File: config.mk
export PLATFORM = sky130hd
export DESIGN_NAME = pipe_stage_reg
export DESIGN_NICKNAME = d
export VERILOG_FILES = /design/src/rtl/pipe_stage_reg.sv
export SDC_FILE = /design/constraint.sdc
export NUM_CORES = 1
export LEC_CHECK = 0
export BUFFER_PORTS_ARGS = -buffer_cell sky130_fd_sc_hd__buf_2
export CAP_MARGIN = 15
export CORE_MARGIN = 5
export CORE_UTILIZATION = 25
export DETAILED_ROUTE_END_ITERATION = 6
export SLEW_MARGIN = 20
export SYNTH_ARGS = -nofsm -noshare
export SYNTH_HDL_FRONTEND = slang
export SYNTH_SLANG_ARGS = --single-unit
File: constraint.sdc
create_clock -name clk -period 2.4 [get_ports clk]
set_input_delay 0 -clock clk [delete_from_list [all_inputs] [get_ports clk]]
set_output_delay 0 -clock clk [all_outputs]
set_load 0.03 [all_outputs]
File: src/rtl/pipe_stage_reg.sv
// Valid/ready pipeline stage register with optional 2-entry skid buffer.
// Holds pc/operands/immediate payload plus control bundle; flush kills all held entries.
module pipe_stage_reg #(
    parameter int DATA_W = 128,
    parameter int CTRL_W = 14,
    parameter bit SKID   = 1'b1
) (
    input  logic              clk,
    input  logic              rst_n,
    input  logic              in_valid,
    output logic              in_ready,
    input  logic [DATA_W-1:0] in_data,
    input  logic [CTRL_W-1:0] in_ctrl,
    input  logic              flush,
    output logic              out_valid,
    input  logic              out_ready,
    output logic [DATA_W-1:0] out_data,
    output logic [CTRL_W-1:0] out_ctrl,
    output logic [1:0]        occupancy
);

    typedef enum logic [1:0] {
        ST_EMPTY = 2'd0,
        ST_ONE   = 2'd1,
        ST_TWO   = 2'd2
    } state_t;

    state_t state, state_nxt;

    logic [DATA_W-1:0] main_data, skid_data;
    logic [CTRL_W-1:0] main_ctrl, skid_ctrl;
    logic              accept, drain;
    logic              main_ld_in, main_ld_skid, skid_ld;

    assign out_valid = (state != ST_EMPTY);
    assign occupancy = state;
    assign out_data  = main_data;
    assign out_ctrl  = out_valid ? main_ctrl : '0;
    assign accept    = in_valid && in_ready;
    assign drain     = out_valid && out_ready;

    // NOTE: every signal gets a default before the case so no path leaves it unassigned (no latches).
    always_comb begin
        state_nxt    = state;
        main_ld_in   = 1'b0;
        main_ld_skid = 1'b0;
        skid_ld      = 1'b0;
        if (flush) begin
            state_nxt = ST_EMPTY;
        end else begin
            case (state)
                ST_EMPTY: begin
                    if (accept) begin
                        state_nxt  = ST_ONE;
                        main_ld_in = 1'b1;
                    end
                end
                ST_ONE: begin
                    if (accept && drain) begin
                        main_ld_in = 1'b1;
                    end else if (accept && SKID) begin
                        state_nxt = ST_TWO;
                        skid_ld   = 1'b1;
                    end else if (drain) begin
                        state_nxt = ST_EMPTY;
                    end
                end
                ST_TWO: begin
                    if (drain) begin
                        state_nxt    = ST_ONE;
                        main_ld_skid = 1'b1;
                    end
                end
                default: state_nxt = ST_EMPTY;
            endcase
        end
    end

    // NOTE: sequential state uses non-blocking assignments so all registers update from pre-edge values.
    always_ff @(posedge clk or negedge rst_n) begin
        if (!rst_n) begin
            state <= ST_EMPTY;
        end else begin
            state <= state_nxt;
        end
    end

    // Ctrl is zeroed whenever an entry is vacated so a bubble always reads as a NOP.
    always_ff @(posedge clk or negedge rst_n) begin
        if (!rst_n) begin
            main_data <= '0;
            main_ctrl <= '0;
            skid_data <= '0;
            skid_ctrl <= '0;
        end else begin
            if (main_ld_in) begin
                main_data <= in_data;
                main_ctrl <= in_ctrl;
            end else if (main_ld_skid) begin
                main_data <= skid_data;
                main_ctrl <= skid_ctrl;
            end else if (state_nxt == ST_EMPTY) begin
                main_ctrl <= '0;
            end

            if (skid_ld) begin
                skid_data <= in_data;
                skid_ctrl <= in_ctrl;
            end else if (flush || main_ld_skid) begin
                skid_ctrl <= '0;
            end
        end
    end

    generate
        if (SKID) begin : g_skid_ready
            // Registered ready breaks the out_ready -> in_ready timing path.
            logic in_ready_q;
            always_ff @(posedge clk or negedge rst_n) begin
                if (!rst_n) begin
                    in_ready_q <= 1'b1;
                end else begin
                    in_ready_q <= (state_nxt != ST_TWO);
                end
            end
            assign in_ready = in_ready_q;
        end else begin : g_pass_ready
            assign in_ready = !out_valid || out_ready;
        end
    endgenerate

endmodule
==> flow_summary_export.csv, run 1 <==
group,metric,value,unit
routing,wl_per_cell,16.4,um
setup_path,rrSetupSlack,100,ps
setup_path,worst-path-buf-inv,1,
die,dieWidth,226,um
sta,final-setup-viol-count,0,
synth,seq_area_frac_synth,61.8,%
clocking,cts.sinks,287,
sta,hold_viol_final,0,
place,place.gp.congestion,0.737,
routing,first_pass_iters,5,
sta,finalSetupTns,0,ps
final_layout,nFillCells,4599,
clocking,cts_setup_buffers,0,
routing,drt_iter0_markers,587,
grt,antenna_found_initial,2,
synth,synth_seq_cells,287,
setup_path,crit_chain,"nand2_2 > nor4_4 > clkbuf_16 > a22o_1 > a21o_1",
die,die_h,226,um
setup_path,rr_worst_depth,5,
hold_path,min_path_type,"input pin to async pin",
clocking,cts_tree,"yes",
clocking,clkTransAtPathRegs,60,ps
routing,drc,0,
synth,async_reset_ff_share,100,%
power,p_sw_share,30.7,%
power,seq_power_share,44.2,%
place,port_buffers,292,
synth,synth_cells,1097,
synth,ys.flop_type,"dfrtp_1",
setup_path,worst_setup_path_end_kind,"flip-flop",
place,dp.cells,1938,
die,die_area,50900,um^2
job,maxCapViolCount,0,
setup_path,rr_endpoint,"out_data[54]",
run_status,status,"finished, final reports clean",
die,start_util,25.1,%
sta,layout_min_cycle_time,2300,ps
die,io_pins,293,
grt,grt_pass1_wl,55400,um
setup_path,crit_required,2860,ps
grt,grt_pass1_vias,10200,
clocking,clockBufferDepth,3,
setup_path,arrival,2770,ps
grt,grt_usage,13.4,%
sta,worstMarginPinSlew,899,ps
final_layout,multiInputGateArea,4130,um^2
power,p_int,0.0101,W
setup_path,slowest_delay,630,ps
routing,drt_wl_total,35200,um
power,finalPower,0.0146,W
power,irDropWorstVdd,0.494,mV
setup_path,rr_startpoint,"in_ready",
routing,final_antenna_net_count,0,
sta,relSlewSlack,40.0,%
sta,max_freq,0.434,GHz
final_layout,drive_gt1_share,24.3,%
synth,synth_nets,1244,
setup_path,cp_top_family,"buffers and inverters",
clocking,clk-insertion-delay-late,530,ps
power,combPwrFrac,20.7,%
sta,clock_skew,14.2,ps
clocking,h-tree-depth,2,
sta,drv_slew,0,
power,powerDensity,886,nW/um^2
setup_path,crit_type,"flip-flop to flip-flop",
synth,synth-edff-count,0,
synth,yosys_warnings,0,
final_layout,fin_cells,2146,
grt,overflow,0,
synth,yosysUniqueCellTypes,23,
synth,syn_avg_cell_area,10.6,um^2
final_layout,nNetsFinal,1661,
synth,syn_area,11600,um^2
setup_path,crit_fanout,142,
clocking,numCtsBuffers,34,
die,core,46300,um^2
final_layout,syn2layout_area_growth,41.3,%
power,power_switching,0.00447,W
place,dpl.hpwl,20900,um
clocking,root_buffer,"clkbuf_16",
setup_path,startpoint_type,"flip-flop",
final_layout,seqCellArea,7180,um^2
routing,vias,9897,
routing,drt-vias-per-instance,4.61,
die,rows,79,
setup_path,cp_slowest_cell,"clkbuf_16",
final_layout,final_util,35.5,%
grt,grt_max_degree,143,
power,clkPwrFrac,35.1,%
sta,fin_crit_sh,95.9,%
power,p_leak,9.03,nW
sta,grt_setup_unrepaired,"yes",
-- per-layer routing --
metal  GRT usage, %  routed length (um)  vias to the layer above
li1               -                   -                     4574
met1           17.1               14900                     4933
met2           22.1               16800                      322
met3           3.50                2450                       68
met4           4.78                1070                        0
met5              0                   0                        -
-- state kept, by name, summed over array words and instances, names as in the netlist --
name       flops
occupancy      2
in_ready       1
skid_ctrl     14
main_ctrl     14
skid_data    128
out_data     128
-- cell usage after synthesis (2+ instances only) --
library cell / n / area share, %
a21o_1: 128 / 8.3
a21oi_1: 16 / 0.69
a22o_1: 142 / 11
a22oi_1: 14 / 0.90
and3b_1: 2 / 0.15
buf_1: 13 / 0.42
buf_2: 36 / 1.5
clkbuf_1: 29 / 0.94
dfrtp_1: 286 / 62
inv_1: 2 / 0.065
nand2_1: 385 / 12
nor2_1: 18 / 0.58
nor2b_1: 16 / 0.86
-- power by group through the flow --
| stage | combinational (W) | sequential (W) | clock (W) |
|---|---|---|---|
| global placement | 0.00279 | 0.00648 | 0 |
| global route | 0.00330 | 0.00655 | 0.00547 |
| finish | 0.00301 | 0.00644 | 0.00511 |
| detailed placement | 0.00285 | 0.00652 | 0 |
| floorplan | 0.00104 | 0.00719 | 0 |
| CTS | 0.00305 | 0.00644 | 0.00532 |
-- kinds of logic (layout without fill, tap and decap cells) --
family | after synthesis | in the layout | share of synthesized area [%]
compound gates | 303 | 303 | 20.7
other cells | 0 | 2 | 0
flops | 287 | 287 | 61.8
mux | 1 | 1 | 0.0861
buf+inv | 81 | 520 | 3.03
simple gates | 425 | 426 | 14.4
-- how the worst max path moves through the flow --
stage	from	to	slack, ps	depth (start not counted)
3_5_place_dp	occupancy[0]	out_data[32]	40	5
4_1_cts	occupancy[0]	out_data[32]	40	5
2_1_floorplan	in_ready	out_data[29]	500	6
5_1_grt	in_ready	main_ctrl[13]	-5	5
3_3_place_gp	occupancy[0]	out_data[51]	150	5
6_report	in_ready	out_data[54]	100	5
-- stage by stage --
stage	hold WS, ps	instance area (um^2)	worst slack (ps)
5_1_grt	121	16400	-5.19
3_5_place_dp	63.6	13800	43.9
6_report	49.2	16400	98.2
3_3_place_gp	57.4	13800	147
4_1_cts	78.8	16400	36.8
2_1_floorplan	-296	11600	495
-- worst reg2reg max path, stage by stage, from the launching register on --
cell and delay [ps]:
dfstp_2 550, nand2_2 80, nor4_4 500, clkbuf_16 630, a22o_1 390, a21o_1 90
-- cell usage in the layout, fill, tap and decap left out, drive strengths merged --
cell / n
buf: 312
a22oi: 14
clkbuf: 51
inv: 2
dfstp: 1
a21o: 128
a22o: 142
diode: 2
nor4: 1
dlygate4sd3: 146
o22a: 1
o21ai: 1
a221oi: 1
bufinv: 1
and3: 1
a21oi: 16
clkinv: 5
clkinvlp: 3
nor2: 19
and3b: 2
dfrtp: 286
nor2b: 17
mux2i: 1
nand2: 385
nand3: 1
-- cell type report --
class,instances,share of cell area (%)
diodes,2,0.0305
inverters,2,0.0457
clock inverters,9,0.472
flip-flops and latches,287,43.7
repair buffers,459,19.7
multi-input cells,730,25.1
well taps,607,4.62
clock buffers,50,6.30
-- repair_timing --
action,4_1_cts,5_1_grt
setup endpoints to repair,0,85
gates resized for setup,0,3
endpoints found under the hold margin,411,0
hold buffers,146,0
Power figures use the tool's default switching activity.
==> run 2: changes to the inputs <==
--- a/config.mk
+++ b/config.mk
@@ -5,11 +5,11 @@
 export SDC_FILE = /design/constraint.sdc
 export NUM_CORES = 1
 export LEC_CHECK = 0
-export BUFFER_PORTS_ARGS = -buffer_cell sky130_fd_sc_hd__buf_2
 export CAP_MARGIN = 15
 export CORE_MARGIN = 5
 export CORE_UTILIZATION = 25
 export DETAILED_ROUTE_END_ITERATION = 6
+export DONT_BUFFER_PORTS = 1
 export SLEW_MARGIN = 20
 export SYNTH_ARGS = -nofsm -noshare
 export SYNTH_HDL_FRONTEND = slang
==> run 2 against run 1 <==
The flow now finishes with violations (hold timing); sequential share of layout area is 3.8 points higher; die area stayed put; combinational power is 51% lower; clock-buffer cell count is 2 lower; first-iteration DRC count is 1.2% lower; sequential cell count stayed put; final area is 8.0% lower; clock power is 7.2% higher; highest routed layer is now met5.
==> flow_summary_export.csv, run 2 (synthesis gave the netlist of run 1 again) <==
group,metric,value,unit
power,irDropWorstVdd,0.538,mV
sta,final-setup-viol-count,0,
die,die_area,50900,um^2
sta,grt_setup_unrepaired,"no",
final_layout,drive_gt1_share,6.52,%
routing,drc,0,
final_layout,nNetsFinal,1380,
setup_path,startpoint_type,"flip-flop",
setup_path,arrival,2660,ps
power,finalPower,0.0143,W
grt,grt_max_degree,288,
final_layout,fin_cells,1867,
grt,grt_usage,12.7,%
sta,whs,-826,ps
setup_path,worst_setup_path_end_kind,"flip-flop",
run_status,violations,"hold timing",
setup_path,crit_required,2870,ps
sta,hold_viol_final,287,
clocking,cts_tree,"yes",
clocking,cts_setup_buffers,0,
sta,relSlewSlack,39.5,%
place,dpl.hpwl,19400,um
job,maxCapViolCount,0,
die,dieWidth,226,um
final_layout,nFillCells,4640,
place,port_buffers,0,
routing,vias,8719,
routing,drt_iter0_markers,580,
routing,drt-vias-per-instance,4.67,
die,start_util,25.1,%
grt,grt_pass1_wl,52100,um
setup_path,crit_type,"flip-flop to flip-flop",
place,place.gp.congestion,0.750,
routing,wl_per_cell,17.6,um
sta,clock_skew,12.8,ps
clocking,root_buffer,"clkbuf_16",
final_layout,final_common_cell,"nand2_1",
power,powerDensity,947,nW/um^2
clocking,clkTransAtPathRegs,60,ps
place,dp.cells,1646,
sta,layout_min_cycle_time,2190,ps
die,io_pins,293,
sta,setup_ws,205,ps
final_layout,syn2layout_area_growth,29.9,%
clocking,cts_resized,0,
die,rows,79,
clocking,clk-insertion-delay-late,530,ps
setup_path,crit_fanout,18,
clocking,h-tree-depth,2,
place,pre_cts_ws,331,ps
grt,grt_pass1_vias,9230,
clocking,clockBufferDepth,3,
power,p_leak,7.83,nW
final_layout,seqCellArea,7180,um^2
final_layout,multiInputGateArea,4120,um^2
sta,fin_crit_sh,91.5,%
sta,max_freq,0.456,GHz
sta,drv_slew,0,
run_status,status,"finished, violations left",
routing,first_pass_iters,6,
routing,final_antenna_net_count,0,
final_layout,layout_common_cells,"nand2_1, dfrtp_1, dlygate4sd3_1",
clocking,numCtsBuffers,34,
clocking,cts.sinks,287,
grt,overflow,0,
sta,worstMarginPinSlew,907,ps
hold_path,min_path_type,"input pin to async pin",
die,die_h,226,um
routing,drt_wl_total,32800,um
sta,finalSetupTns,0,ps
die,core,46300,um^2
grt,antenna_found_initial,4,
clocking,holdBufCountCts,158,
==> run 2: changes by cell type in the layout (fill, tap and decap cells not counted), sizes merged <==
cell         previous run  this run
clkinvlp                3         1
dlygate4sd3           146       158
inv                     2         3
clkbuf                 51        48
diode                   2         3
buf                   312        21
bufinv                  1         4
clkinv                  5         6
nor2                   19        18
==> run 2: final cells by class <==
| class | instances | share of cell area [%] |
|---|---|---|
| repair buffers | 179 | 12.2 |
| flip-flops and latches | 287 | 47.5 |
| multi-input cells | 729 | 27.3 |
| well taps | 607 | 5.03 |
| inverters | 2 | 0.0497 |
| diodes | 3 | 0.0497 |
| clock buffers | 48 | 6.73 |
| clock inverters | 12 | 1.15 |
==> run 2: worst paths after layout <==
check	from	to	slack, ps	cells after the start
setup / recovery	in_ready	skid_data[106]	210	5
hold / removal	rst_n	skid_data[110]	-830	0
setup reg to reg	in_ready	skid_data[106]	210	5
hold reg to reg	skid_data[53]	skid_data[53]	470	2
max in group asynchronous	rst_n	skid_data[51]	2770	0
min in group clk	flush	out_data[99]	100	4
==> run 2: power breakdown <==
part | switching, W | internal (W)
Sequential | 0.00151 | 0.00585
Clock | 0.00208 | 0.00340
Combinational | 0.000710 | 0.000771
Total | 0.00430 | 0.0100
==> run 2: worst max-delay path, cell delays in order (launching register included) <==
cell and delay, ps:
dfstp_2 650, and3b_1 320, and3_4 420, nand2_1 100, dlygate4sd3_1 570, nand2_1 60
==> run 2: stage by stage <==
| step | hold WS [ps] | area [um^2] | util, % |
|---|---|---|---|
| floorplan | -296 | 11600 | - |
| global placement | -285 | 12300 | 26.7 |
| detailed placement | -286 | 12300 | 26.7 |
| CTS | -871 | 15100 | 32.6 |
| global route | -866 | 15100 | 32.7 |
| finish | -826 | 15100 | 32.7 |
==> run 2: per-layer routing <==
layer | vias up | global-route usage (%) | share of wire, %
met2 | 274 | 20.8 | 47
met3 | 61 | 3.99 | 8.1
met1 | 4370 | 15.7 | 42
li1 | 4012 | - | -
met5 | - | 0 | 0.040
met4 | 2 | 5.33 | 3.2
==> run 3: changes to the inputs <==
==> constraint.sdc (replaced) <==
create_clock -name clk -period 1.85 [get_ports clk]
set_input_delay 0 -clock clk [delete_from_list [all_inputs] [get_ports clk]]
set_output_delay 0 -clock clk [all_outputs]
set_load 0.03 [all_outputs]
==> run 3 against run 2 <==
Highest routed layer unchanged; via count rose by 0.46%; sequential power rose by 30%; largest power group unchanged; utilization barely moved; first-iteration DRC count rose by 4.3%; the flow still finishes with violations (hold timing); non-clock buffer count rose by 5; power rose by 27%; combinational power rose by 33%; sequential share of layout area rose by 0.051 points.
==> flow_summary_export.csv, run 3 (synthesis gave the netlist of run 1 again) <==
group,metric,value,unit
final_layout,syn2layout_area_growth,29.8,%
die,rows,79,
routing,first_pass_iters,4,
clocking,clockBufferDepth,3,
setup_path,arrival,2230,ps
routing,drt_wl_total,32400,um
routing,drt-vias-per-instance,4.68,
power,p_int,0.0126,W
job,maxCapViolCount,0,
power,p_leak,7.88,nW
clocking,h-tree-depth,2,
clocking,clk-insertion-delay-late,530,ps
sta,whs,-841,ps
grt,grt_pass1_wl,50600,um
sta,worstMarginPinSlew,662,ps
grt,overflow,0,
sta,drv_slew,0,
clocking,cts.sinks,287,
sta,final-setup-viol-count,0,
die,start_util,25.1,%
final_layout,nNetsFinal,1386,
grt,grt_pass1_vias,8984,
sta,grt_setup_unrepaired,"no",
die,io_pins,293,
clocking,cts_tree,"yes",
place,dpl.hpwl,19300,um
setup_path,crit_type,"flip-flop to flip-flop",
final_layout,fin_cells,1873,
grt,grt_usage,12.3,%
power,powerDensity,1200,nW/um^2
place,place.gp.congestion,0.759,
sta,max_freq,0.567,GHz
routing,drt_iter0_markers,605,
power,clkPwrFrac,36.6,%
die,core,46300,um^2
routing,vias,8759,
grt,antenna_found_initial,4,
clocking,root_buffer,"clkbuf_16",
routing,final_antenna_net_count,0,
power,combPwrFrac,10.9,%
sta,layout_min_cycle_time,1760,ps
sta,hold_viol_final,287,
final_layout,final_common_cell,"nand2_1",
setup_path,startpoint_type,"flip-flop",
grt,grt_max_degree,288,
sta,fin_crit_sh,95.3,%
place,port_buffers,0,
run_status,status,"finished, violations left",
routing,drc,0,
power,irDropWorstVdd,0.773,mV
setup_path,rr_worst_depth,5,
power,p_sw_share,30.8,%
routing,wl_per_cell,17.3,um
clocking,numCtsBuffers,35,
die,dieWidth,226,um
sta,finalSetupTns,0,ps
hold_path,min_path_type,"input pin to async pin",
place,dp.cells,1664,
setup_path,worst_setup_path_end_kind,"flip-flop",
power,power_switching,0.00558,W
clocking,clkTransAtPathRegs,60,ps
die,die_h,226,um
clocking,cts_setup_buffers,0,
setup_path,crit_fanout,3,
final_layout,drive_gt1_share,7.92,%
clocking,holdBufCountCts,145,
sta,relSlewSlack,55.8,%
final_layout,final_util,32.6,%
final_layout,nFillCells,4586,
final_layout,layout_common_cells,"nand2_1, dfrtp_1, dlygate4sd3_1",
die,die_area,50900,um^2
setup_path,crit_required,2320,ps
sta,clock_skew,19.8,ps
run_status,violations,"hold timing",
power,seq_power_share,52.6,%
==> run 3: changes by cell type in the layout (fill, tap and decap cells not counted), moves of 3 or more <==
cell,delta
dlygate4sd3_1,-13
bufinv_16,-3
buf_12,+4
buf_4,+13
clkbuf_1,+3
==> run 3: cell type report <==
cell class	instances	area, um^2	area share, %
diodes	3	7.51	0.0497
clock buffers	50	1000	6.65
clock inverters	11	111	0.738
inverters	2	7.51	0.0497
multi-input cells	729	4130	27.3
flip-flops and latches	287	7180	47.6
well taps	607	759	5.03
repair buffers	184	1900	12.6
==> run 3: per-stage QoR <==
| step | setup WS (ps) | total power (W) | instance area, um^2 |
|---|---|---|---|
| 2_1_floorplan | 57.6 | 0.0107 | 11600 |
| 3_3_place_gp | 188 | 0.0112 | 12500 |
| 3_5_place_dp | 161 | 0.0113 | 12500 |
| 4_1_cts | 49.2 | 0.0185 | 15100 |
| 5_1_grt | 1.96 | 0.0191 | 15100 |
| 6_report | 87.8 | 0.0181 | 15100 |
==> run 3: worst paths after layout <==
path	slack, ps	start	to
setup / recovery	90	occupancy[0]	occupancy[0]
hold / removal	-840	rst_n	out_data[110]
setup reg to reg	90	occupancy[0]	occupancy[0]
hold reg to reg	470	skid_data[98]	skid_data[98]
max in group asynchronous	2120	rst_n	out_data[44]
min in group clk	90	flush	main_ctrl[0]
==> run 3: metal layers <==
metal  vias up  wire, um  track usage, %  part of all wire (%)
li1       4033         -               -                     -
met1      4370     13100            15.3                    40
met2       277     15300            19.5                    47
met3        77      2740            4.26                   8.5
met4         2      1180            5.45                   3.6
met5         -        13               0                 0.040
==> run 3: power groups by stage <==
stage	logic (W)	registers, W	clock network (W)
after floorplan	0.00135	0.00933	0
after global placement	0.00161	0.00961	0
after detailed placement	0.00167	0.00965	0
after CTS	0.00200	0.00954	0.00692
after global routing	0.00226	0.00969	0.00713
final	0.00197	0.00954	0.00664
==> run 3: what timing repair did <==
item,in CTS,in global routing
gates resized for setup,0,2
hold endpoints to repair,574,287
endpoints found under the setup margin,0,1
==> run 3: critical path: stages, from the launching register on <==
cell	delay, ps
dfrtp_1	400
nor2b_1	350
mux2i_1	130
o22a_1	210
nor2_1	70
dlygate4sd3_1	540
